**src/rtl/mmac_pkg.sv**
```systemverilog
`default_nettype none
// ============================================================================
// mmac_pkg -- shared defaults, FSM state type and saturation helper for mmac
// Rev 1.0
// ============================================================================
package mmac_pkg;

  localparam int MMAC_N     = 4;
  localparam int MMAC_W     = 8;
  localparam int MMAC_ACC_W = 18;

  // Widest accumulator the saturation helper can handle (ACC_W + 1 must fit).
  localparam int SAT_MAX_W  = 64;

  typedef enum logic [1:0] {
    IDLE   = 2'd0,
    LOAD_B = 2'd1,
    MAC_A  = 2'd2,
    DRAIN  = 2'd3
  } mmac_state_e;

  typedef struct packed {
    logic [SAT_MAX_W-1:0] val;
    logic                 ovf;
  } sat_res_t;

  // value holds an (acc_w+1)-bit sum, zero-extended. Clamps it to the acc_w
  // range of the active mode; the sum never exceeds acc_w+1 bits.
  function automatic sat_res_t acc_sat(input logic [SAT_MAX_W-1:0] value,
                                       input logic                 signed_mode,
                                       input int unsigned          acc_w);
    logic [SAT_MAX_W-1:0] one;
    logic [SAT_MAX_W-1:0] mask;
    logic [SAT_MAX_W-1:0] smin;
    logic                 msb;
    logic                 nxt;
    sat_res_t             res;
    one   = {{(SAT_MAX_W-1){1'b0}}, 1'b1};
    mask  = (one << acc_w) - one;
    smin  = one << (acc_w - 1);
    msb   = |(value & (one << acc_w));
    nxt   = |(value & smin);
    res.val = value & mask;
    res.ovf = 1'b0;
    if (signed_mode) begin
      if (msb != nxt) begin
        res.ovf = 1'b1;
        res.val = msb ? smin : (smin - one);
      end
    end else if (msb) begin
      res.ovf = 1'b1;
      res.val = mask;
    end
    return res;
  endfunction

endpackage
`default_nettype wire

```
**src/rtl/mmac_dot.sv**
```systemverilog
`default_nettype none
// ============================================================================
// mmac_dot -- combinational N-element dot product, signed/unsigned selectable
// Rev 1.0
// ============================================================================
module mmac_dot
  import mmac_pkg::*;
#(
  parameter int N = MMAC_N,
  parameter int W = MMAC_W
) (
  input  logic [N*W-1:0]            a_row,
  input  logic [N*W-1:0]            b_col,
  input  logic                      signed_mode,
  output logic [2*W+$clog2(N)-1:0]  dot
);

  localparam int SUM_W = 2*W + $clog2(N);
  localparam int PW    = 2*W + 2;
  localparam int XW    = PW + $clog2(N);

  logic signed [PW-1:0] prod [N];
  logic signed [XW-1:0] acc;
  logic                 unused_acc_hi;

  // One extra operand bit lets a single signed multiplier serve both modes.
  for (genvar k = 0; k < N; k++) begin : g_mul
    logic signed [W:0] a_x;
    logic signed [W:0] b_x;
    assign a_x     = {signed_mode & a_row[k*W+W-1], a_row[k*W +: W]};
    assign b_x     = {signed_mode & b_col[k*W+W-1], b_col[k*W +: W]};
    assign prod[k] = a_x * b_x;
  end

  always_comb begin
    acc = '0;
    for (int k = 0; k < N; k++) begin
      acc = acc + {{(XW-PW){prod[k][PW-1]}}, prod[k]};
    end
  end

  assign dot           = acc[SUM_W-1:0];
  assign unused_acc_hi = ^acc[XW-1:SUM_W];

endmodule
`default_nettype wire

```
**src/rtl/mmac_tile_acc.sv**
```systemverilog
`default_nettype none
// ============================================================================
// mmac_tile_acc -- N x N tile computing C += A*B over valid/ready row streams
// Rev 1.0
// ============================================================================
module mmac_tile_acc
  import mmac_pkg::*;
#(
  parameter int N     = MMAC_N,
  parameter int W     = MMAC_W,
  parameter int ACC_W = MMAC_ACC_W
) (
  input  logic               clk,
  input  logic               rst,
  input  logic               start_valid,
  output logic               start_ready,
  input  logic               start_clr,
  input  logic               start_emit,
  input  logic               start_signed,
  input  logic               in_valid,
  output logic               in_ready,
  input  logic [N*W-1:0]     in_data,
  output logic               out_valid,
  input  logic               out_ready,
  output logic [N*ACC_W-1:0] out_data,
  output logic               out_last,
  output logic               ovf,
  output logic               busy
);

  localparam int            RW       = $clog2(N);
  localparam int            SUM_W    = 2*W + $clog2(N);
  localparam logic [RW-1:0] LAST_ROW = RW'(N-1);

  mmac_state_e   state_q, state_d;
  logic [RW-1:0] row_cnt_q, row_cnt_d;
  logic          emit_q, emit_d;
  logic          signed_q, signed_d;
  logic          ovf_q, ovf_d;
  logic [W-1:0]     b_q [N][N];
  logic [W-1:0]     b_d [N][N];
  logic [ACC_W-1:0] c_q [N][N];
  logic [ACC_W-1:0] c_d [N][N];

  logic [N*W-1:0]   b_col   [N];
  logic [ACC_W-1:0] sat_val [N];
  logic [N-1:0]     sat_ovf;
  logic [N-1:0]     unused_sat_hi;
  logic             row_last;

  assign row_last    = (row_cnt_q == LAST_ROW);
  assign start_ready = (state_q == IDLE);
  assign busy        = (state_q != IDLE);
  assign in_ready    = (state_q == LOAD_B) || (state_q == MAC_A);
  assign out_valid   = (state_q == DRAIN);
  assign out_last    = (state_q == DRAIN) && row_last;
  assign ovf         = ovf_q;

  always_comb begin
    out_data = '0;
    if (state_q == DRAIN) begin
      for (int j = 0; j < N; j++) begin
        out_data[j*ACC_W +: ACC_W] = c_q[row_cnt_q][j];
      end
    end
  end

  // B is stored row-major as loaded; each dot unit needs one column of it.
  always_comb begin
    b_col = '{default: '0};
    for (int j = 0; j < N; j++) begin
      for (int k = 0; k < N; k++) begin
        b_col[j][k*W +: W] = b_q[k][j];
      end
    end
  end

  for (genvar j = 0; j < N; j++) begin : g_col
    logic [SUM_W-1:0] dot;
    logic [ACC_W-1:0] c_old;
    logic [ACC_W:0]   sum;
    sat_res_t         res;

    mmac_dot #(
      .N (N),
      .W (W)
    ) u_dot (
      .a_row       (in_data),
      .b_col       (b_col[j]),
      .signed_mode (signed_q),
      .dot         (dot)
    );

    assign c_old = c_q[row_cnt_q][j];
    assign sum   = {signed_q & c_old[ACC_W-1], c_old}
                 + {{(ACC_W+1-SUM_W){signed_q & dot[SUM_W-1]}}, dot};
    assign res   = acc_sat({{(SAT_MAX_W-ACC_W-1){1'b0}}, sum}, signed_q, ACC_W);

    assign sat_val[j]       = res.val[ACC_W-1:0];
    assign sat_ovf[j]       = res.ovf;
    assign unused_sat_hi[j] = ^res.val[SAT_MAX_W-1:ACC_W];
  end

  always_comb begin
    state_d   = state_q;
    row_cnt_d = row_cnt_q;
    emit_d    = emit_q;
    signed_d  = signed_q;
    ovf_d     = ovf_q;
    b_d       = b_q;
    c_d       = c_q;

    case (state_q)
      IDLE: begin
        if (start_valid) begin
          emit_d    = start_emit;
          signed_d  = start_signed;
          row_cnt_d = '0;
          state_d   = LOAD_B;
          if (start_clr) begin
            c_d   = '{default: '0};
            ovf_d = 1'b0;
          end
        end
      end

      LOAD_B: begin
        if (in_valid) begin
          for (int j = 0; j < N; j++) begin
            b_d[row_cnt_q][j] = in_data[j*W +: W];
          end
          if (row_last) begin
            row_cnt_d = '0;
            state_d   = MAC_A;
          end else begin
            row_cnt_d = row_cnt_q + 1'b1;
          end
        end
      end

      MAC_A: begin
        if (in_valid) begin
          for (int j = 0; j < N; j++) begin
            c_d[row_cnt_q][j] = sat_val[j];
          end
          ovf_d = ovf_q | (|sat_ovf);
          if (row_last) begin
            row_cnt_d = '0;
            state_d   = emit_q ? DRAIN : IDLE;
          end else begin
            row_cnt_d = row_cnt_q + 1'b1;
          end
        end
      end

      DRAIN: begin
        if (out_ready) begin
          if (row_last) begin
            row_cnt_d = '0;
            state_d   = IDLE;
          end else begin
            row_cnt_d = row_cnt_q + 1'b1;
          end
        end
      end

      default: state_d = IDLE;
    endcase
  end

  always_ff @(posedge clk or posedge rst) begin
    if (rst) begin
      state_q   <= IDLE;
      row_cnt_q <= '0;
      emit_q    <= 1'b0;
      signed_q  <= 1'b0;
      ovf_q     <= 1'b0;
      b_q       <= '{default: '0};
      c_q       <= '{default: '0};
    end else begin
      state_q   <= state_d;
      row_cnt_q <= row_cnt_d;
      emit_q    <= emit_d;
      signed_q  <= signed_d;
      ovf_q     <= ovf_d;
      b_q       <= b_d;
      c_q       <= c_d;
    end
  end

endmodule
`default_nettype wire

```
**config.mk**
```make
export PLATFORM = sky130hd
export DESIGN_NAME = mmac_tile_acc
export DESIGN_NICKNAME = d
export VERILOG_FILES = /design/src/rtl/mmac_pkg.sv /design/src/rtl/mmac_dot.sv /design/src/rtl/mmac_tile_acc.sv
export SDC_FILE = /design/constraint.sdc
export NUM_CORES = 2
export LEC_CHECK = 0
export BUFFER_PORTS_ARGS = -buffer_cell sky130_fd_sc_hd__buf_4
export CORE_UTILIZATION = 50
export DETAILED_ROUTE_END_ITERATION = 8
export PLACE_DENSITY_LB_ADDON = 0.05
export SYNTH_ARGS = -nofsm -noshare
export SYNTH_HDL_FRONTEND = slang
export SYNTH_SLANG_ARGS = --single-unit
```
**constraint.sdc**
```tcl
create_clock -name clk -period 26.8 [get_ports clk]
set_input_delay 2.68 -clock clk [delete_from_list [all_inputs] [get_ports clk]]
set_output_delay 2.68 -clock clk [all_outputs]
set_load 0.005 [all_outputs]
```
==> metrics.md <==
| Metric | Value |
|---|---|
| Status | `complete, no violations` |
| Die Y-Extent | `380.9 um` |
| Initial antenna violation count | `11` |
| Yosys warns | `0` |
| Top cell type's share of synthesized area | `0.4038` |
| Worst-Skew Late Latency | `670 ps` |
| Detailed Route Iter0 Violations | `2872` |
| # setup viols final | `0` |
| Worst-Margin Slew | `1282 ps` |
| CP required | `27400 ps` |
| Share of cells above drive strength 1 | `0.07685` |
| DR vias/cell | `5.383` |
| FFs w/ async S/R, synth | `1.000` |
| Final hold slack | `475.9 ps` |
| Final Hold Vio Count | `0` |
| Critical path endpoint category | `flop` |
| Register-to-register setup slack | `14510 ps` |
| GRT overflow | `0` |
| Top FF cell, synth | `dfrtp_1` |
| CTS Hold Bufs | `0` |
| Post-DP HPWL | `154.8 mm` |
| Count leader, synth | `inv_1` |
| I/O pin count | `118` |
| CTS H-tree depth | `2` |
| Area leader, netlist | `fa_1` |
| Drt pass-1 iters | `5` |
| DR vias | `48220` |
| First-pass GRT wire length | `317.9 mm` |
| Syn Nets | `9137` |
| Total CTS buffers | `56` |
| EDFF count, synth | `0` |
| Top post-synthesis cells by area | `fa_1, dfrtp_1, inv_1` |
| Row count | `138` |
| RSZ-0062 raised after global routing | `false` |
| Port-buffer cells | `117` |
| Vias in the first global route | `52820` |
| Worst Hold Class | `flop to flop` |
| Post-CTS setup buffer count | `0` |
| Avg Inst Size Synth | `10.01 sq um` |
| Buf/Inv on CP | `6` |
| Syn Inst Count | `7169` |
| Total GRT Usage | `0.2866` |
| Remaining antenna violation count | `0` |
| Max Slew Vio Count | `0` |
| Root buffer cell | `clkbuf_16` |
| Crit path top cell by count | `fa_1` |
| Synth Cell Area | `71780 sq um` |
| Pin count of the biggest net entering global routing | `129` |
| CTS clk-pin slew, worst paths | `60 ps` |
| WL/cell | `22.16 um` |
| Final net count | `8994` |
| Syn-to-layout area delta | `5.766%` |
| WP data arrival | `14160 ps` |
| Fmax | `73.74 MHz` |
| Headroom to the max-slew limit | `0.1450` |
| Die width | `380.9 um` |
| Commonest cells in the netlist | `inv_1, fa_1, nand2_1` |
| Worst-path cell with the longest stage delay | `nor2_1` |
| Slowest Stage Delay on Critical Path | `880 ps` |
| CTS tree | `built` |
| Starting utilization of the core area | `0.5057` |
| Die ar. | `145100 sq um` |
| CTS max path bufs | `3` |
| CP delay by family, top | `adder cells` |
| Post-CTS sizing | `0` |
| Startpoint Class | `input port` |
| Count of cell types in the netlist | `79` |
| Seq/Total Area, Yosys | `0.1475` |
| Clk sinks | `423` |
| Maxcap violations | `0` |
| Number of remaining DRC errors | `0` |
| Fin Setup TNS | `0 ps` |
| Drt total wl | `198.5 mm` |
| FF+latch count, synth | `423` |
| Critical path type | `input port to flop` |
| Routability congestion estimate | `0.8836` |
| CP Max Fanout | `46` |
| Setup Skew | `23.65 ps` |
| Min Tclk post-route | `13560 ps` |
| Post-route clock period utilization | `0.5060` |
| Core area | `141900 sq um` |
-- worst paths after layout --
| check | end | from | cells after the start |
|---|---|---|---|
| worst max-delay path | c_q[258] | in_data[31] | 35 |
| worst min-delay path | c_q[276] | c_q[276] | 2 |
| worst max register to register | c_q[258] | signed_q | 35 |
| worst min register to register | c_q[276] | c_q[276] | 2 |
| max in group asynchronous | b_col[103] | rst | 4 |
| min in group asynchronous | c_q[255] | rst | 2 |
-- layout by cell type (no fill, tap or decap), types with 6 or more instances in the layout --
| cell type | netlist | final |
|---|---|---|
| a21o_1 | 37 | 36 |
| fa_1 | 1448 | 1448 |
| clkbuf_16 | 0 | 57 |
| xor2_1 | 61 | 61 |
| xnor3_1 | 7 | 7 |
| nor2_1 | 145 | 145 |
| o31ai_1 | 12 | 12 |
| clkbuf_8 | 0 | 7 |
| a221o_1 | 84 | 84 |
| and2_1 | 603 | 603 |
| clkinv_2 | 0 | 7 |
| bufinv_16 | 0 | 6 |
| a22o_1 | 134 | 134 |
| nor3_1 | 12 | 12 |
| buf_4 | 13 | 162 |
| dfrtp_1 | 423 | 420 |
| ha_1 | 480 | 479 |
| nand2_1 | 773 | 773 |
| inv_1 | 1661 | 1660 |
| xnor2_1 | 186 | 186 |
| mux2_2 | 130 | 130 |
| or2_2 | 48 | 48 |
| clkbuf_1 | 307 | 11 |
| a21oi_1 | 83 | 83 |
| o21ai_0 | 129 | 129 |
| or3_1 | 12 | 12 |
| nor2b_1 | 14 | 14 |
| a211oi_1 | 9 | 9 |
| nand3_1 | 16 | 12 |
| and3_1 | 61 | 61 |
| mux4_2 | 72 | 72 |
| a31oi_1 | 9 | 9 |
| nand2b_1 | 47 | 47 |
| o21bai_1 | 15 | 15 |
| o21a_1 | 18 | 18 |
-- worst min-delay path, cell delays in order, from the launching register on --
cell and delay (ps):
dfrtp_1 340, nand2_1 40, o21ai_0 60
-- layout make-up --
type	instances	area (sq um)
fill	13070	66010
multi-input combinational	4722	53590
sequential	423	10600
inverter	1661	6242
tap	1890	2365
clock buffer	75	1564
timing repair buffer	162	1216
clock inverter	23	341.6
antenna	1	2.502
-- sequential cells by signal, summed over array words and instances, names as in the netlist --
register,count
emit_q,1
b_col,128
row_cnt_q,2
c_q,288
signed_q,1
ovf,1
state_q,2
-- metal layers --
metal / wire length (um) / GRT usage / vias up / share of wire
met5: 53 / 0.001323 / - / 0.00027
met1: 87930 / 0.4093 / 25520 / 0.44
li1: - / - / 21270 / -
met2: 94190 / 0.4618 / 1199 / 0.47
met4: 5226 / 0.06976 / 10 / 0.026
met3: 11100 / 0.04094 / 225 / 0.056
-- kinds of logic after synthesis --
logic type      count (synthesis)  synth area share
flops                         423            0.1475
compound gates                584           0.06145
buf+inv                      2024            0.1068
mux                           206           0.04354
fa+ha+maj                    1928            0.4875
simple gates                 1746            0.1199
xor+xnor                      258           0.03324
-- metrics by stage --
stage | utilization | instances | setup slack, ps | area, sq um
3_5_place_dp | 0.5214 | 8858 | 12570 | 74010
3_3_place_gp | 0.5214 | 8858 | 12750 | 74010
4_1_cts | 0.5349 | 8956 | 13270 | 75920
6_report | 0.5349 | 8957 | 13240 | 75920
5_1_grt | 0.5349 | 8956 | 12620 | 75920
2_1_floorplan | - | 7169 | 12340 | 71780
Power is left out: the tool's default activity adds up to more than one toggle a clock period on the data nets, which glitch-free logic cannot reach.
